[config.mk]
export PLATFORM = sky130hd
export DESIGN_NAME = id_ex_stage_register_flat
export DESIGN_NICKNAME = d
export VERILOG_FILES = /design/src/rtl/id_ex_stage_register_pkg.sv /design/src/rtl/id_ex_stage_register_if.sv /design/src/rtl/id_ex_stage_register_cond_squash_counter.sv /design/src/rtl/id_ex_stage_register.sv /design/src/flat_wrapper.sv
export SDC_FILE = /design/constraint.sdc
export NUM_CORES = 1
export LEC_CHECK = 0
export CAP_MARGIN = 5
export CORE_ASPECT_RATIO = 0.7
export CORE_UTILIZATION = 40
export DETAILED_ROUTE_END_ITERATION = 8
export GPL_TIMING_DRIVEN = 0
export PLACE_DENSITY = 0.81
export SETUP_SLACK_MARGIN = 0.15
export SYNTH_ARGS = -nofsm -noshare
export SYNTH_HDL_FRONTEND = slang
export SYNTH_HIERARCHICAL = 1
export SYNTH_SLANG_ARGS = --single-unit
export TNS_END_PERCENT = 20
[constraint.sdc]
create_clock -name CLK -period 1.18 [get_ports CLK]
set_input_delay 0.118 -clock CLK [delete_from_list [all_inputs] [get_ports CLK]]
set_output_delay 0.118 -clock CLK [all_outputs]
set_load 0.02 [all_outputs]
[src/rtl/id_ex_stage_register_pkg.sv]
// Shared constants for the ID/EX pipeline register.
// Condition codes, ALU commands and the bubble control bundle.
package id_ex_stage_register_pkg;

   localparam logic [3:0] COND_EQ = 4'b0000;
   localparam logic [3:0] COND_NE = 4'b0001;
   localparam logic [3:0] COND_CS = 4'b0010;
   localparam logic [3:0] COND_CC = 4'b0011;
   localparam logic [3:0] COND_MI = 4'b0100;
   localparam logic [3:0] COND_PL = 4'b0101;
   localparam logic [3:0] COND_VS = 4'b0110;
   localparam logic [3:0] COND_VC = 4'b0111;
   localparam logic [3:0] COND_HI = 4'b1000;
   localparam logic [3:0] COND_LS = 4'b1001;
   localparam logic [3:0] COND_GE = 4'b1010;
   localparam logic [3:0] COND_LT = 4'b1011;
   localparam logic [3:0] COND_GT = 4'b1100;
   localparam logic [3:0] COND_LE = 4'b1101;
   localparam logic [3:0] COND_AL = 4'b1110;

   localparam logic [3:0] EXE_NOP = 4'b0000;
   localparam logic [3:0] EXE_MOV = 4'b0001;
   localparam logic [3:0] EXE_ADD = 4'b0010;
   localparam logic [3:0] EXE_ADC = 4'b0011;
   localparam logic [3:0] EXE_SUB = 4'b0100;
   localparam logic [3:0] EXE_SBC = 4'b0101;
   localparam logic [3:0] EXE_AND = 4'b0110;
   localparam logic [3:0] EXE_ORR = 4'b0111;
   localparam logic [3:0] EXE_EOR = 4'b1000;
   localparam logic [3:0] EXE_MVN = 4'b1001;

   typedef struct packed {
      logic       wb_en;
      logic       mem_r;
      logic       mem_w;
      logic       b;
      logic       s;
      logic [3:0] exe_cmd;
   } ctrl_t;

   localparam ctrl_t CTRL_BUBBLE = '0;

endpackage

[src/rtl/id_ex_stage_register_if.sv]
// ID-to-EX bundle: ID-side inputs and EX-side registered outputs.
// master drives the ID fields, slave is the pipeline register.
interface id_ex_stage_register_if #(
   parameter int DATA_WIDTH     = 32,
   parameter int REG_ADDR_WIDTH = 4,
   parameter int CNT_WIDTH      = 16
) ();
   logic                      FREEZE;
   logic                      FLUSH;
   logic                      ID_VALID;
   logic                      COND_PASS;
   logic [3:0]                COND_IN;
   logic                      WB_EN_IN;
   logic                      MEM_R_IN;
   logic                      MEM_W_IN;
   logic                      B_IN;
   logic                      S_IN;
   logic [3:0]                EXE_CMD_IN;
   logic [DATA_WIDTH-1:0]     PC_IN;
   logic [DATA_WIDTH-1:0]     VAL_RN_IN;
   logic [DATA_WIDTH-1:0]     VAL_RM_IN;
   logic [11:0]               SHIFT_OPERAND_IN;
   logic                      IMM_IN;
   logic [23:0]               SIGNED_IMM_24_IN;
   logic [REG_ADDR_WIDTH-1:0] DEST_IN;
   logic [REG_ADDR_WIDTH-1:0] SRC1_IN;
   logic [REG_ADDR_WIDTH-1:0] SRC2_IN;
   logic [3:0]                STATUS_IN;

   logic                      WB_EN_OUT;
   logic                      MEM_R_OUT;
   logic                      MEM_W_OUT;
   logic                      B_OUT;
   logic                      S_OUT;
   logic [3:0]                EXE_CMD_OUT;
   logic [DATA_WIDTH-1:0]     PC_OUT;
   logic [DATA_WIDTH-1:0]     VAL_RN_OUT;
   logic [DATA_WIDTH-1:0]     VAL_RM_OUT;
   logic [11:0]               SHIFT_OPERAND_OUT;
   logic                      IMM_OUT;
   logic [23:0]               SIGNED_IMM_24_OUT;
   logic [REG_ADDR_WIDTH-1:0] DEST_OUT;
   logic [REG_ADDR_WIDTH-1:0] SRC1_OUT;
   logic [REG_ADDR_WIDTH-1:0] SRC2_OUT;
   logic [3:0]                STATUS_OUT;
   logic                      EX_VALID;
   logic                      FLAG_HAZARD;
   logic [CNT_WIDTH-1:0]      SQUASH_CNT;

   modport master (
      output FREEZE, FLUSH, ID_VALID, COND_PASS, COND_IN,
      output WB_EN_IN, MEM_R_IN, MEM_W_IN, B_IN, S_IN,
      output EXE_CMD_IN, PC_IN, VAL_RN_IN, VAL_RM_IN,
      output SHIFT_OPERAND_IN, IMM_IN, SIGNED_IMM_24_IN,
      output DEST_IN, SRC1_IN, SRC2_IN, STATUS_IN,
      input  WB_EN_OUT, MEM_R_OUT, MEM_W_OUT, B_OUT, S_OUT,
      input  EXE_CMD_OUT, PC_OUT, VAL_RN_OUT, VAL_RM_OUT,
      input  SHIFT_OPERAND_OUT, IMM_OUT, SIGNED_IMM_24_OUT,
      input  DEST_OUT, SRC1_OUT, SRC2_OUT, STATUS_OUT,
      input  EX_VALID, FLAG_HAZARD, SQUASH_CNT
   );

   modport slave (
      input  FREEZE, FLUSH, ID_VALID, COND_PASS, COND_IN,
      input  WB_EN_IN, MEM_R_IN, MEM_W_IN, B_IN, S_IN,
      input  EXE_CMD_IN, PC_IN, VAL_RN_IN, VAL_RM_IN,
      input  SHIFT_OPERAND_IN, IMM_IN, SIGNED_IMM_24_IN,
      input  DEST_IN, SRC1_IN, SRC2_IN, STATUS_IN,
      output WB_EN_OUT, MEM_R_OUT, MEM_W_OUT, B_OUT, S_OUT,
      output EXE_CMD_OUT, PC_OUT, VAL_RN_OUT, VAL_RM_OUT,
      output SHIFT_OPERAND_OUT, IMM_OUT, SIGNED_IMM_24_OUT,
      output DEST_OUT, SRC1_OUT, SRC2_OUT, STATUS_OUT,
      output EX_VALID, FLAG_HAZARD, SQUASH_CNT
   );
endinterface

[src/rtl/id_ex_stage_register_cond_squash_counter.sv]
// Saturating event counter for condition-squashed instructions.
// Sticks at all-ones instead of wrapping.
module cond_squash_counter #(
   parameter int CNT_WIDTH = 16
) (
   input  logic                 clk,
   input  logic                 rst_n,
   input  logic                 en,
   output logic [CNT_WIDTH-1:0] cnt
);
   logic [CNT_WIDTH-1:0] cnt_q;
   logic [CNT_WIDTH-1:0] cnt_d;

   always_comb begin
      cnt_d = cnt_q;
      if (en && (cnt_q != '1))
         cnt_d = cnt_q + 1'b1;
   end

   always_ff @(posedge clk) begin
      if (!rst_n)
         cnt_q <= '0;
      else
         cnt_q <= cnt_d;
   end

   assign cnt = cnt_q;
endmodule

[src/rtl/id_ex_stage_register.sv]
// ID/EX pipeline register with condition squash and flag hazard.
// Define ID_EX_PERF_CNT_EN to add the saturating squash counter.
module id_ex_stage_register
   import id_ex_stage_register_pkg::*;
#(
   parameter int DATA_WIDTH     = 32,
   parameter int REG_ADDR_WIDTH = 4,
   parameter int CNT_WIDTH      = 16
) (
   input logic                  CLK,
   input logic                  RST_N,
   id_ex_stage_register_if.slave bus
);
   typedef struct packed {
      logic [DATA_WIDTH-1:0]     pc;
      logic [DATA_WIDTH-1:0]     rn;
      logic [DATA_WIDTH-1:0]     rm;
      logic [11:0]               shift;
      logic                      imm;
      logic [23:0]               simm;
      logic [REG_ADDR_WIDTH-1:0] dest;
      logic [REG_ADDR_WIDTH-1:0] src1;
      logic [REG_ADDR_WIDTH-1:0] src2;
      logic [3:0]                status;
   } dp_t;

   ctrl_t ctrl_in, ctrl_d, ctrl_q;
   dp_t   dp_in, dp_d, dp_q;
   logic  valid_d, valid_q;

   assign ctrl_in = '{wb_en:   bus.WB_EN_IN,
                      mem_r:   bus.MEM_R_IN,
                      mem_w:   bus.MEM_W_IN,
                      b:       bus.B_IN,
                      s:       bus.S_IN,
                      exe_cmd: bus.EXE_CMD_IN};

   assign dp_in = '{pc:     bus.PC_IN,
                    rn:     bus.VAL_RN_IN,
                    rm:     bus.VAL_RM_IN,
                    shift:  bus.SHIFT_OPERAND_IN,
                    imm:    bus.IMM_IN,
                    simm:   bus.SIGNED_IMM_24_IN,
                    dest:   bus.DEST_IN,
                    src1:   bus.SRC1_IN,
                    src2:   bus.SRC2_IN,
                    status: bus.STATUS_IN};

   always_comb begin
      valid_d = valid_q;
      ctrl_d  = ctrl_q;
      dp_d    = dp_q;
      if (bus.FLUSH || (!bus.FREEZE && !bus.ID_VALID)) begin
         valid_d = 1'b0;
         ctrl_d  = CTRL_BUBBLE;
         dp_d    = '0;
      end else if (!bus.FREEZE) begin
         // A failed condition keeps operands but kills all side effects.
         dp_d    = dp_in;
         valid_d = bus.COND_PASS;
         ctrl_d  = bus.COND_PASS ? ctrl_in : CTRL_BUBBLE;
      end
   end

   always_ff @(posedge CLK) begin
      if (!RST_N) begin
         valid_q <= 1'b0;
         ctrl_q  <= CTRL_BUBBLE;
         dp_q    <= '0;
      end else begin
         valid_q <= valid_d;
         ctrl_q  <= ctrl_d;
         dp_q    <= dp_d;
      end
   end

   assign bus.EX_VALID          = valid_q;
   assign bus.WB_EN_OUT         = ctrl_q.wb_en;
   assign bus.MEM_R_OUT         = ctrl_q.mem_r;
   assign bus.MEM_W_OUT         = ctrl_q.mem_w;
   assign bus.B_OUT             = ctrl_q.b;
   assign bus.S_OUT             = ctrl_q.s;
   assign bus.EXE_CMD_OUT       = ctrl_q.exe_cmd;
   assign bus.PC_OUT            = dp_q.pc;
   assign bus.VAL_RN_OUT        = dp_q.rn;
   assign bus.VAL_RM_OUT        = dp_q.rm;
   assign bus.SHIFT_OPERAND_OUT = dp_q.shift;
   assign bus.IMM_OUT           = dp_q.imm;
   assign bus.SIGNED_IMM_24_OUT = dp_q.simm;
   assign bus.DEST_OUT          = dp_q.dest;
   assign bus.SRC1_OUT          = dp_q.src1;
   assign bus.SRC2_OUT          = dp_q.src2;
   assign bus.STATUS_OUT        = dp_q.status;

   // Flags from a conditional ID check would predate this S-instruction.
   assign bus.FLAG_HAZARD = valid_q & ctrl_q.s & bus.ID_VALID
                          & (bus.COND_IN != COND_AL);

`ifdef ID_EX_PERF_CNT_EN
   logic squash_en;

   assign squash_en = ~bus.FLUSH & ~bus.FREEZE
                    & bus.ID_VALID & ~bus.COND_PASS;

   cond_squash_counter #(
      .CNT_WIDTH (CNT_WIDTH)
   ) u_cnt (
      .clk   (CLK),
      .rst_n (RST_N),
      .en    (squash_en),
      .cnt   (bus.SQUASH_CNT)
   );
`else
   assign bus.SQUASH_CNT = {CNT_WIDTH{1'b0}};
`endif
endmodule

[src/flat_wrapper.sv]
// flat-port wrapper written by rule: the top's interface ports become plain ports
module id_ex_stage_register_flat import id_ex_stage_register_pkg::*;
#(
   parameter int DATA_WIDTH     = 32,
   parameter int REG_ADDR_WIDTH = 4,
   parameter int CNT_WIDTH      = 16
)
  (CLK, RST_N, bus_FREEZE, bus_FLUSH, bus_ID_VALID, bus_COND_PASS, bus_COND_IN, bus_WB_EN_IN, bus_MEM_R_IN, bus_MEM_W_IN, bus_B_IN, bus_S_IN, bus_EXE_CMD_IN, bus_PC_IN, bus_VAL_RN_IN, bus_VAL_RM_IN, bus_SHIFT_OPERAND_IN, bus_IMM_IN, bus_SIGNED_IMM_24_IN, bus_DEST_IN, bus_SRC1_IN, bus_SRC2_IN, bus_STATUS_IN, bus_WB_EN_OUT, bus_MEM_R_OUT, bus_MEM_W_OUT, bus_B_OUT, bus_S_OUT, bus_EXE_CMD_OUT, bus_PC_OUT, bus_VAL_RN_OUT, bus_VAL_RM_OUT, bus_SHIFT_OPERAND_OUT, bus_IMM_OUT, bus_SIGNED_IMM_24_OUT, bus_DEST_OUT, bus_SRC1_OUT, bus_SRC2_OUT, bus_STATUS_OUT, bus_EX_VALID, bus_FLAG_HAZARD, bus_SQUASH_CNT);
  id_ex_stage_register_if #(.DATA_WIDTH(DATA_WIDTH), .REG_ADDR_WIDTH(REG_ADDR_WIDTH), .CNT_WIDTH(CNT_WIDTH)) bus_i ();
  input logic CLK;
  input logic RST_N;
  input wire logic [$bits(bus_i.FREEZE)-1:0] bus_FREEZE;
  input wire logic [$bits(bus_i.FLUSH)-1:0] bus_FLUSH;
  input wire logic [$bits(bus_i.ID_VALID)-1:0] bus_ID_VALID;
  input wire logic [$bits(bus_i.COND_PASS)-1:0] bus_COND_PASS;
  input wire logic [$bits(bus_i.COND_IN)-1:0] bus_COND_IN;
  input wire logic [$bits(bus_i.WB_EN_IN)-1:0] bus_WB_EN_IN;
  input wire logic [$bits(bus_i.MEM_R_IN)-1:0] bus_MEM_R_IN;
  input wire logic [$bits(bus_i.MEM_W_IN)-1:0] bus_MEM_W_IN;
  input wire logic [$bits(bus_i.B_IN)-1:0] bus_B_IN;
  input wire logic [$bits(bus_i.S_IN)-1:0] bus_S_IN;
  input wire logic [$bits(bus_i.EXE_CMD_IN)-1:0] bus_EXE_CMD_IN;
  input wire logic [$bits(bus_i.PC_IN)-1:0] bus_PC_IN;
  input wire logic [$bits(bus_i.VAL_RN_IN)-1:0] bus_VAL_RN_IN;
  input wire logic [$bits(bus_i.VAL_RM_IN)-1:0] bus_VAL_RM_IN;
  input wire logic [$bits(bus_i.SHIFT_OPERAND_IN)-1:0] bus_SHIFT_OPERAND_IN;
  input wire logic [$bits(bus_i.IMM_IN)-1:0] bus_IMM_IN;
  input wire logic [$bits(bus_i.SIGNED_IMM_24_IN)-1:0] bus_SIGNED_IMM_24_IN;
  input wire logic [$bits(bus_i.DEST_IN)-1:0] bus_DEST_IN;
  input wire logic [$bits(bus_i.SRC1_IN)-1:0] bus_SRC1_IN;
  input wire logic [$bits(bus_i.SRC2_IN)-1:0] bus_SRC2_IN;
  input wire logic [$bits(bus_i.STATUS_IN)-1:0] bus_STATUS_IN;
  output wire logic [$bits(bus_i.WB_EN_OUT)-1:0] bus_WB_EN_OUT;
  output wire logic [$bits(bus_i.MEM_R_OUT)-1:0] bus_MEM_R_OUT;
  output wire logic [$bits(bus_i.MEM_W_OUT)-1:0] bus_MEM_W_OUT;
  output wire logic [$bits(bus_i.B_OUT)-1:0] bus_B_OUT;
  output wire logic [$bits(bus_i.S_OUT)-1:0] bus_S_OUT;
  output wire logic [$bits(bus_i.EXE_CMD_OUT)-1:0] bus_EXE_CMD_OUT;
  output wire logic [$bits(bus_i.PC_OUT)-1:0] bus_PC_OUT;
  output wire logic [$bits(bus_i.VAL_RN_OUT)-1:0] bus_VAL_RN_OUT;
  output wire logic [$bits(bus_i.VAL_RM_OUT)-1:0] bus_VAL_RM_OUT;
  output wire logic [$bits(bus_i.SHIFT_OPERAND_OUT)-1:0] bus_SHIFT_OPERAND_OUT;
  output wire logic [$bits(bus_i.IMM_OUT)-1:0] bus_IMM_OUT;
  output wire logic [$bits(bus_i.SIGNED_IMM_24_OUT)-1:0] bus_SIGNED_IMM_24_OUT;
  output wire logic [$bits(bus_i.DEST_OUT)-1:0] bus_DEST_OUT;
  output wire logic [$bits(bus_i.SRC1_OUT)-1:0] bus_SRC1_OUT;
  output wire logic [$bits(bus_i.SRC2_OUT)-1:0] bus_SRC2_OUT;
  output wire logic [$bits(bus_i.STATUS_OUT)-1:0] bus_STATUS_OUT;
  output wire logic [$bits(bus_i.EX_VALID)-1:0] bus_EX_VALID;
  output wire logic [$bits(bus_i.FLAG_HAZARD)-1:0] bus_FLAG_HAZARD;
  output wire logic [$bits(bus_i.SQUASH_CNT)-1:0] bus_SQUASH_CNT;
  assign bus_i.FREEZE = bus_FREEZE;
  assign bus_i.FLUSH = bus_FLUSH;
  assign bus_i.ID_VALID = bus_ID_VALID;
  assign bus_i.COND_PASS = bus_COND_PASS;
  assign bus_i.COND_IN = bus_COND_IN;
  assign bus_i.WB_EN_IN = bus_WB_EN_IN;
  assign bus_i.MEM_R_IN = bus_MEM_R_IN;
  assign bus_i.MEM_W_IN = bus_MEM_W_IN;
  assign bus_i.B_IN = bus_B_IN;
  assign bus_i.S_IN = bus_S_IN;
  assign bus_i.EXE_CMD_IN = bus_EXE_CMD_IN;
  assign bus_i.PC_IN = bus_PC_IN;
  assign bus_i.VAL_RN_IN = bus_VAL_RN_IN;
  assign bus_i.VAL_RM_IN = bus_VAL_RM_IN;
  assign bus_i.SHIFT_OPERAND_IN = bus_SHIFT_OPERAND_IN;
  assign bus_i.IMM_IN = bus_IMM_IN;
  assign bus_i.SIGNED_IMM_24_IN = bus_SIGNED_IMM_24_IN;
  assign bus_i.DEST_IN = bus_DEST_IN;
  assign bus_i.SRC1_IN = bus_SRC1_IN;
  assign bus_i.SRC2_IN = bus_SRC2_IN;
  assign bus_i.STATUS_IN = bus_STATUS_IN;
  assign bus_WB_EN_OUT = bus_i.WB_EN_OUT;
  assign bus_MEM_R_OUT = bus_i.MEM_R_OUT;
  assign bus_MEM_W_OUT = bus_i.MEM_W_OUT;
  assign bus_B_OUT = bus_i.B_OUT;
  assign bus_S_OUT = bus_i.S_OUT;
  assign bus_EXE_CMD_OUT = bus_i.EXE_CMD_OUT;
  assign bus_PC_OUT = bus_i.PC_OUT;
  assign bus_VAL_RN_OUT = bus_i.VAL_RN_OUT;
  assign bus_VAL_RM_OUT = bus_i.VAL_RM_OUT;
  assign bus_SHIFT_OPERAND_OUT = bus_i.SHIFT_OPERAND_OUT;
  assign bus_IMM_OUT = bus_i.IMM_OUT;
  assign bus_SIGNED_IMM_24_OUT = bus_i.SIGNED_IMM_24_OUT;
  assign bus_DEST_OUT = bus_i.DEST_OUT;
  assign bus_SRC1_OUT = bus_i.SRC1_OUT;
  assign bus_SRC2_OUT = bus_i.SRC2_OUT;
  assign bus_STATUS_OUT = bus_i.STATUS_OUT;
  assign bus_EX_VALID = bus_i.EX_VALID;
  assign bus_FLAG_HAZARD = bus_i.FLAG_HAZARD;
  assign bus_SQUASH_CNT = bus_i.SQUASH_CNT;
  id_ex_stage_register #(.DATA_WIDTH(DATA_WIDTH), .REG_ADDR_WIDTH(REG_ADDR_WIDTH), .CNT_WIDTH(CNT_WIDTH)) u_core (.CLK(CLK), .RST_N(RST_N), .bus(bus_i));
endmodule
==> flow_summary.yaml, run 1 <==
placement:
  port_buffers: 325
  place_area_sq_um: 10330
  gp_congestion: 0.8387
  dpl_worst_slack_ns: -0.4723
  dp_hpwl_um: 15060
drt:
  via_per_inst: 4.733
  drt_iter0_markers: 212
  firstDrtPassIters: 4
  post-route-drc-count: 0
  routedWlPerCell_um: 17.47
  drtAntennaViolNets: 0
  drt-total-wl_um: 20320
  vias: 5504
sta:
  rsz0062_at_grt: "yes"
  setup_violations: 1
  final_hold_viol_count: 0
  fin_crit_sh_pct: 108.3
  max_freq_ghz: 0.7828
  worst_slack_ns: -0.09752
  period_needed_ns: 1.278
  slew_violations: 0
  finClkSkew_ns: 0
  hold_ws_ns: 0.1483
global_route:
  gr-total-overflow: 0
  antenna_found_initial: 0
  grt_max_degree: 17
  grt_use_total_pct: 23.45
  grt_pass1_wl_um: 31240
  grt_pass1_vias: 5669
yosys:
  syn_inst: 563
  ys_ff_latch: 159
  synthArstFlopShare_pct: 0
  post-synth-top-area-cell: "dfxtp_1"
  synth_cell_type_count: 18
  avgSynthCellArea_sq_um: 11.96
  ys_top_cells_by_count: "159 x dfxtp_1, 150 x mux2i_1, 100 x nor3_2, 50 x nor3_1, 27 x buf_6"
  synth.most_common_cell: "dfxtp_1"
  synth_top_cell_area_share_pct: 47.28
  netlist_area_sq_um: 6733
  synthTopCellsByArea: "dfxtp_1 47%, mux2i_1 22%, nor3_2 15%"
  synth_flop_cell: "dfxtp_1"
  ys_seq_area_share_pct: 47.28
  synth_warnings: 6
  synth_edf_count: 0
critical_path:
  start_kind: "flop"
  cp_data_arrival_time_ns: 1.16
  endpoint_kind: "output port"
  path_max_fanout: 3
  worstPathRequired_ns: 1.06
  rrSetupSlack_ns: 0.44
  reg2reg_depth: 2
  r2r_start: "u_core/bus.SIGNED_IMM_24_OUT[11]"
  rr_endpoint: "u_core/bus.SIGNED_IMM_24_OUT[11]"
  critPathKind: "flop to output port"
layout:
  drive_above_1_share_pct: 55.76
  fin_area_sq_um: 11420
  antenna-diode-count: 0
  nets: 1093
  syn2layout_area_growth_pct: 69.62
floorplanning:
  rows: 39
  core_sq_um: 16400
  initial_core_util_pct: 41.06
  die-height_um: 110.5
  die-area_sq_um: 17360
  ios: 344
  die_x_um: 157.1
clock_network:
  hold_buffers: 0
  cts_sinks: 159
  h-tree-depth: 4
  cts_tree: "yes"
  path_clk_slew_ns: 0.06
  clock_latency_ns: 0.41
  numCtsBuffers: 17
  root_buffer: "clkbuf_16"
  cts_buffer_depth: 2
pwr:
  p_sw_share_pct: 24.32
  total_leakage_power_nw: 4.844
  clockPowerShare_pct: 41.0
  ir_drop_uv: 916.7
  power.share.combinational_pct: 16.7
  total_power_mw: 13.34
  power.net_switching_mw: 3.246
  p_seq_share_pct: 42.3
  power.internal_mw: 10.10
  power_density_nw_per_um2: 1168
min_path:
  hold-path-endpoint: "u_core/bus.EXE_CMD_OUT[1]"
  hold_depth: 3
  hold_path.class: "input pin to flop"
  min_from: "bus_COND_PASS"
outcome:
  status: "finished, violations left"
  violations: "setup timing"
run:
  drv_cap: 0
## state kept, by name, indices dropped and copies added, names as in the netlist, 4 cells and up
| signal | flops |
|---|---|
| u_core/bus.SHIFT_OPERAND_OUT | 12 |
| u_core/bus.DEST_OUT | 4 |
| u_core/bus.VAL_RM_OUT | 32 |
| u_core/bus.PC_OUT | 32 |
| u_core/bus.EXE_CMD_OUT | 4 |
| u_core/bus.VAL_RN_OUT | 32 |
| u_core/bus.SRC1_OUT | 4 |
| u_core/bus.STATUS_OUT | 4 |
| u_core/bus.SIGNED_IMM_24_OUT | 24 |
| u_core/bus.SRC2_OUT | 4 |
## critical path, cell delays in order (launching register included)
cell	delay (ns)
dfxtp_2	0.35
nand3_2	0.08
a41oi_2	0.15
buf_4	0.16
## cells by family after synthesis
family | synth area share, %
compound gates | 1.134
buf+inv | 8.697
flops | 47.28
mux | 22.30
other cells | 0.05570
simple gates | 20.53
## layout by cell type, fill, tap and decap left out, drive strengths merged
| cell type | count |
|---|---|
| nand3 | 1 |
| nand3b | 9 |
| nand2 | 9 |
| clkbuf | 28 |
| a41oi | 1 |
| mux2i | 150 |
| nor2 | 1 |
| dlymetal6s2s | 1 |
| inv | 3 |
| a211oi | 9 |
| clkdlybuf4s50 | 164 |
| dfxtp | 159 |
| bufinv | 3 |
| nand2b | 1 |
| buf | 228 |
| nor3 | 150 |
| clkinv | 5 |
| conb | 16 |
## stage by stage
stage	setup TNS [ns]	utilization, %	cells
finish	-0.09752	69.65	1163
global route	-0.1487	69.65	1163
CTS	-0.1612	66.80	1160
detailed placement	-47.39	63.01	1128
global placement	-44.76	63.01	1128
floorplan	0	-	578
## layout make-up
class | count | area [sq um]
Fill cell | 1240 | 4976
Inverter | 1 | 3.754
Multi-Input combinational cell | 347 | 3074
Sequential cell | 159 | 3373
Clock inverter | 10 | 136.4
Clock buffer | 22 | 444.2
Buffer | 71 | 654.4
Timing Repair Buffer | 328 | 3452
Tap cell | 225 | 281.5
## worst max path at each step
| stage | start | end | slack [ns] | cells after the start |
|---|---|---|---|---|
| final | u_core/bus.S_OUT | bus_FLAG_HAZARD | -0.1 | 3 |
| after global routing | u_core/bus.EX_VALID | bus_FLAG_HAZARD | -0.15 | 3 |
| after global placement | bus_ID_VALID | bus_FLAG_HAZARD | -0.47 | 4 |
| after detailed placement | bus_ID_VALID | bus_FLAG_HAZARD | -0.47 | 4 |
| after floorplan | u_core/bus.S_OUT | bus_FLAG_HAZARD | 0.21 | 2 |
| after CTS | u_core/bus.EX_VALID | bus_FLAG_HAZARD | -0.10 | 3 |
## power groups by stage
stage               logic [mW]  clock network, mW  registers [mW]
finish                    2.22               5.48            5.64
detailed placement        2.14                  0            5.71
global route              2.36               5.85            5.66
global placement          2.12                  0            5.70
CTS                       2.16               5.61            5.62
floorplan                0.942                  0            5.88
## routing by layer
metal | track usage [%] | vias to the layer above | part of all wire [%]
met5 | 0 | - | 0
met4 | 8.155 | 0 | 2.2
met3 | 8.713 | 26 | 8.6
met2 | 38.76 | 195 | 49
met1 | 27.74 | 2590 | 41
li1 | - | 2693 | -
## timing repair
item | in CTS | in global routing
endpoints found under the setup margin | 254 | 244
setup buffers | 0 | 3
resized for setup | 968 | 184
pin swaps | 1 | 1
(Power assumes the default switching activity.)
==> inputs of run 2 (changes only) <==
Settings changed: PLACE_DENSITY 0.81 to default, PLACE_DENSITY_LB_ADDON from default to 0.12.
==> run 2 against run 1 <==
  * Maximum frequency down 0.44%
  * Sequential power about the same
  * Largest cell class unchanged
  * Sequential cell count unchanged
  * Combinational power about the same
  * Worst hold slack better by 0.016 ns
  * The flow still finishes with violations (setup timing)
  * Design area up 0.65%
  * Die area unchanged
  * Utilization up 0.45 points
  * Critical path type unchanged
  * Critical path depth unchanged
  * Total power up 0.71%
==> flow_summary.yaml, run 2 (synthesis results as in run 1) <==
sta:
  rsz0062_at_grt: "yes"
  finClkSkew_ns: 0
  max_freq_ghz: 0.7793
  worst_slack_ns: -0.1032
  period_needed_ns: 1.283
  slew_violations: 0
  final_hold_viol_count: 0
  fin_crit_sh_pct: 108.7
  setup_violations: 1
critical_path:
  endpoint_kind: "output port"
  slowest_delay_ns: 0.34
  crit_end: "bus_FLAG_HAZARD"
  path_depth: 3
  worstPathCellList: "nand3_2, a41oi_2, buf_4"
  r2r_start: "u_core/bus.S_OUT"
  reg2reg_depth: 3
  start_kind: "flop"
  crit_start: "u_core/bus.S_OUT"
  rr_endpoint: "u_core/bus.S_OUT"
  cpLargestDelayFamily: "flip-flops"
  path_max_fanout: 2
  critPathKind: "flop to output port"
  worstPathRequired_ns: 1.06
  cp_slowest_cell: "dfxtp_2"
  cp_num_buf_inv: 1
  cp_data_arrival_time_ns: 1.17
  rrSetupSlack_ns: 0.34
clock_network:
  numCtsBuffers: 17
  root_buffer: "clkbuf_16"
  cts_tree: "yes"
  cts_buffer_depth: 2
  path_clk_slew_ns: 0.07
  clock_latency_ns: 0.42
  h-tree-depth: 4
  cts_sinks: 159
global_route:
  grt_pass1_vias: 5988
  grt_pass1_wl_um: 31470
  gr-total-overflow: 0
  antenna_found_initial: 0
  grt_use_total_pct: 23.60
  grt_max_degree: 17
drt:
  firstDrtPassIters: 4
  drt_iter0_markers: 235
  post-route-drc-count: 0
  drt-total-wl_um: 20380
  routedWlPerCell_um: 17.46
  drtAntennaViolNets: 0
  via_per_inst: 4.775
  vias: 5573
pwr:
  total_leakage_power_nw: 4.875
  power_density_nw_per_um2: 1169
  ir_drop_uv: 808.5
layout:
  register_area_sq_um: 3382
  fin_area_sq_um: 11490
  fillers: 1211
  nets: 1097
  syn2layout_area_growth_pct: 70.71
  layout_common_cells: "197 x buf_6, 165 x clkdlybuf4s50_1, 159 x dfxtp_2, 150 x mux2i_1, 105 x nor3_2"
  layout_commonest_cell: "buf_6"
  drive_above_1_share_pct: 57.11
  multiInputGateArea_sq_um: 3069
  antenna-diode-count: 0
floorplanning:
  die-height_um: 110.5
  die_x_um: 157.1
  ios: 344
  die-area_sq_um: 17360
  core_sq_um: 16400
  initial_core_util_pct: 41.06
  rows: 39
run:
  drv_cap: 0
placement:
  dpl_worst_slack_ns: -0.5309
  gp_congestion: 0.7541
  place_area_sq_um: 10330
  dp_hpwl_um: 15090
  port_buffers: 325
outcome:
  violations: "setup timing"
  status: "finished, violations left"
min_path:
  hold_path.class: "input pin to flop"
run 2: changes by cell type in the layout (fill, tap and decap cells not counted), moves of 3 or more:
cell / change
buf_6: +6
clkbuf_8: +3
dfxtp_2: +7
dfxtp_1: -7
clkbuf_1: -5
run 2: through the flow:
step	instances	util [%]	total power [mW]	TNS [ns]	hold WS (ns)
detailed placement	1128	63.01	7.846	-43.98	0.4656
global placement	1128	63.01	7.796	-39.67	0.4636
floorplan	578	-	6.821	0	0.2926
finish	1167	70.10	13.44	-0.1032	0.1638
global route	1167	70.10	13.97	-0.1525	0.1769
CTS	1164	68.31	13.50	-0.1431	0.1291
run 2: repair_timing:
action	4_1_cts	5_1_grt
resized for setup	1052	110
buffers inserted	4	3
pin swaps	0	1
hold endpoints to repair	0	0
hold buffers	0	0
endpoints found under the setup margin	234	179
run 2: final cells by class:
type,instances,share of cell area (%)
buffer,71,5.770
clock buffer,20,4.061
clock inverter,12,1.143
inverter,1,0.03266
multi-input combinational,347,26.70
sequential,159,29.43
tap,225,2.449
timing repair buffer,332,30.42
run 2: power breakdown:
part           leakage, nW  switching (mW)  internal [mW]
Combinational         3.21           0.996           1.23
Clock                0.297            2.26           3.30
Sequential            1.37           0.107           5.54
Total                 4.88            3.36           10.1
run 2: how the worst min path moves through the flow:
stage	start	to	slack (ns)	depth (start not counted)
6_report	bus_COND_PASS	u_core/bus.MEM_R_OUT	0.16	3
5_1_grt	bus_COND_PASS	u_core/bus.EXE_CMD_OUT[1]	0.18	3
4_1_cts	bus_COND_PASS	u_core/bus.MEM_R_OUT	0.13	3
3_5_place_dp	u_core/bus.EXE_CMD_OUT[0]	u_core/bus.EXE_CMD_OUT[0]	0.47	2
3_3_place_gp	u_core/bus.EXE_CMD_OUT[2]	u_core/bus.EXE_CMD_OUT[2]	0.46	2
2_1_floorplan	bus_B_IN	u_core/bus.B_OUT	0.29	2
run 2: worst reg2reg max path: cells and delay by family, from the launching register on:
family	cells	cell delay (ns)
AO/OA/AOI/OAI	1	0.24
buffers and inverters	1	0.11
AND/OR/NAND/NOR	1	0.05
flip-flops	1	0.34
run 2: metal layers:
layer / GRT usage [%] / share of wire (%) / vias up
met4: 9.644 / 2.6 / 0
met5: 0 / 0 / -
met3: 7.849 / 7.6 / 38
met1: 26.08 / 39 / 2607
met2: 41.27 / 51 / 225
li1: - / - / 2703
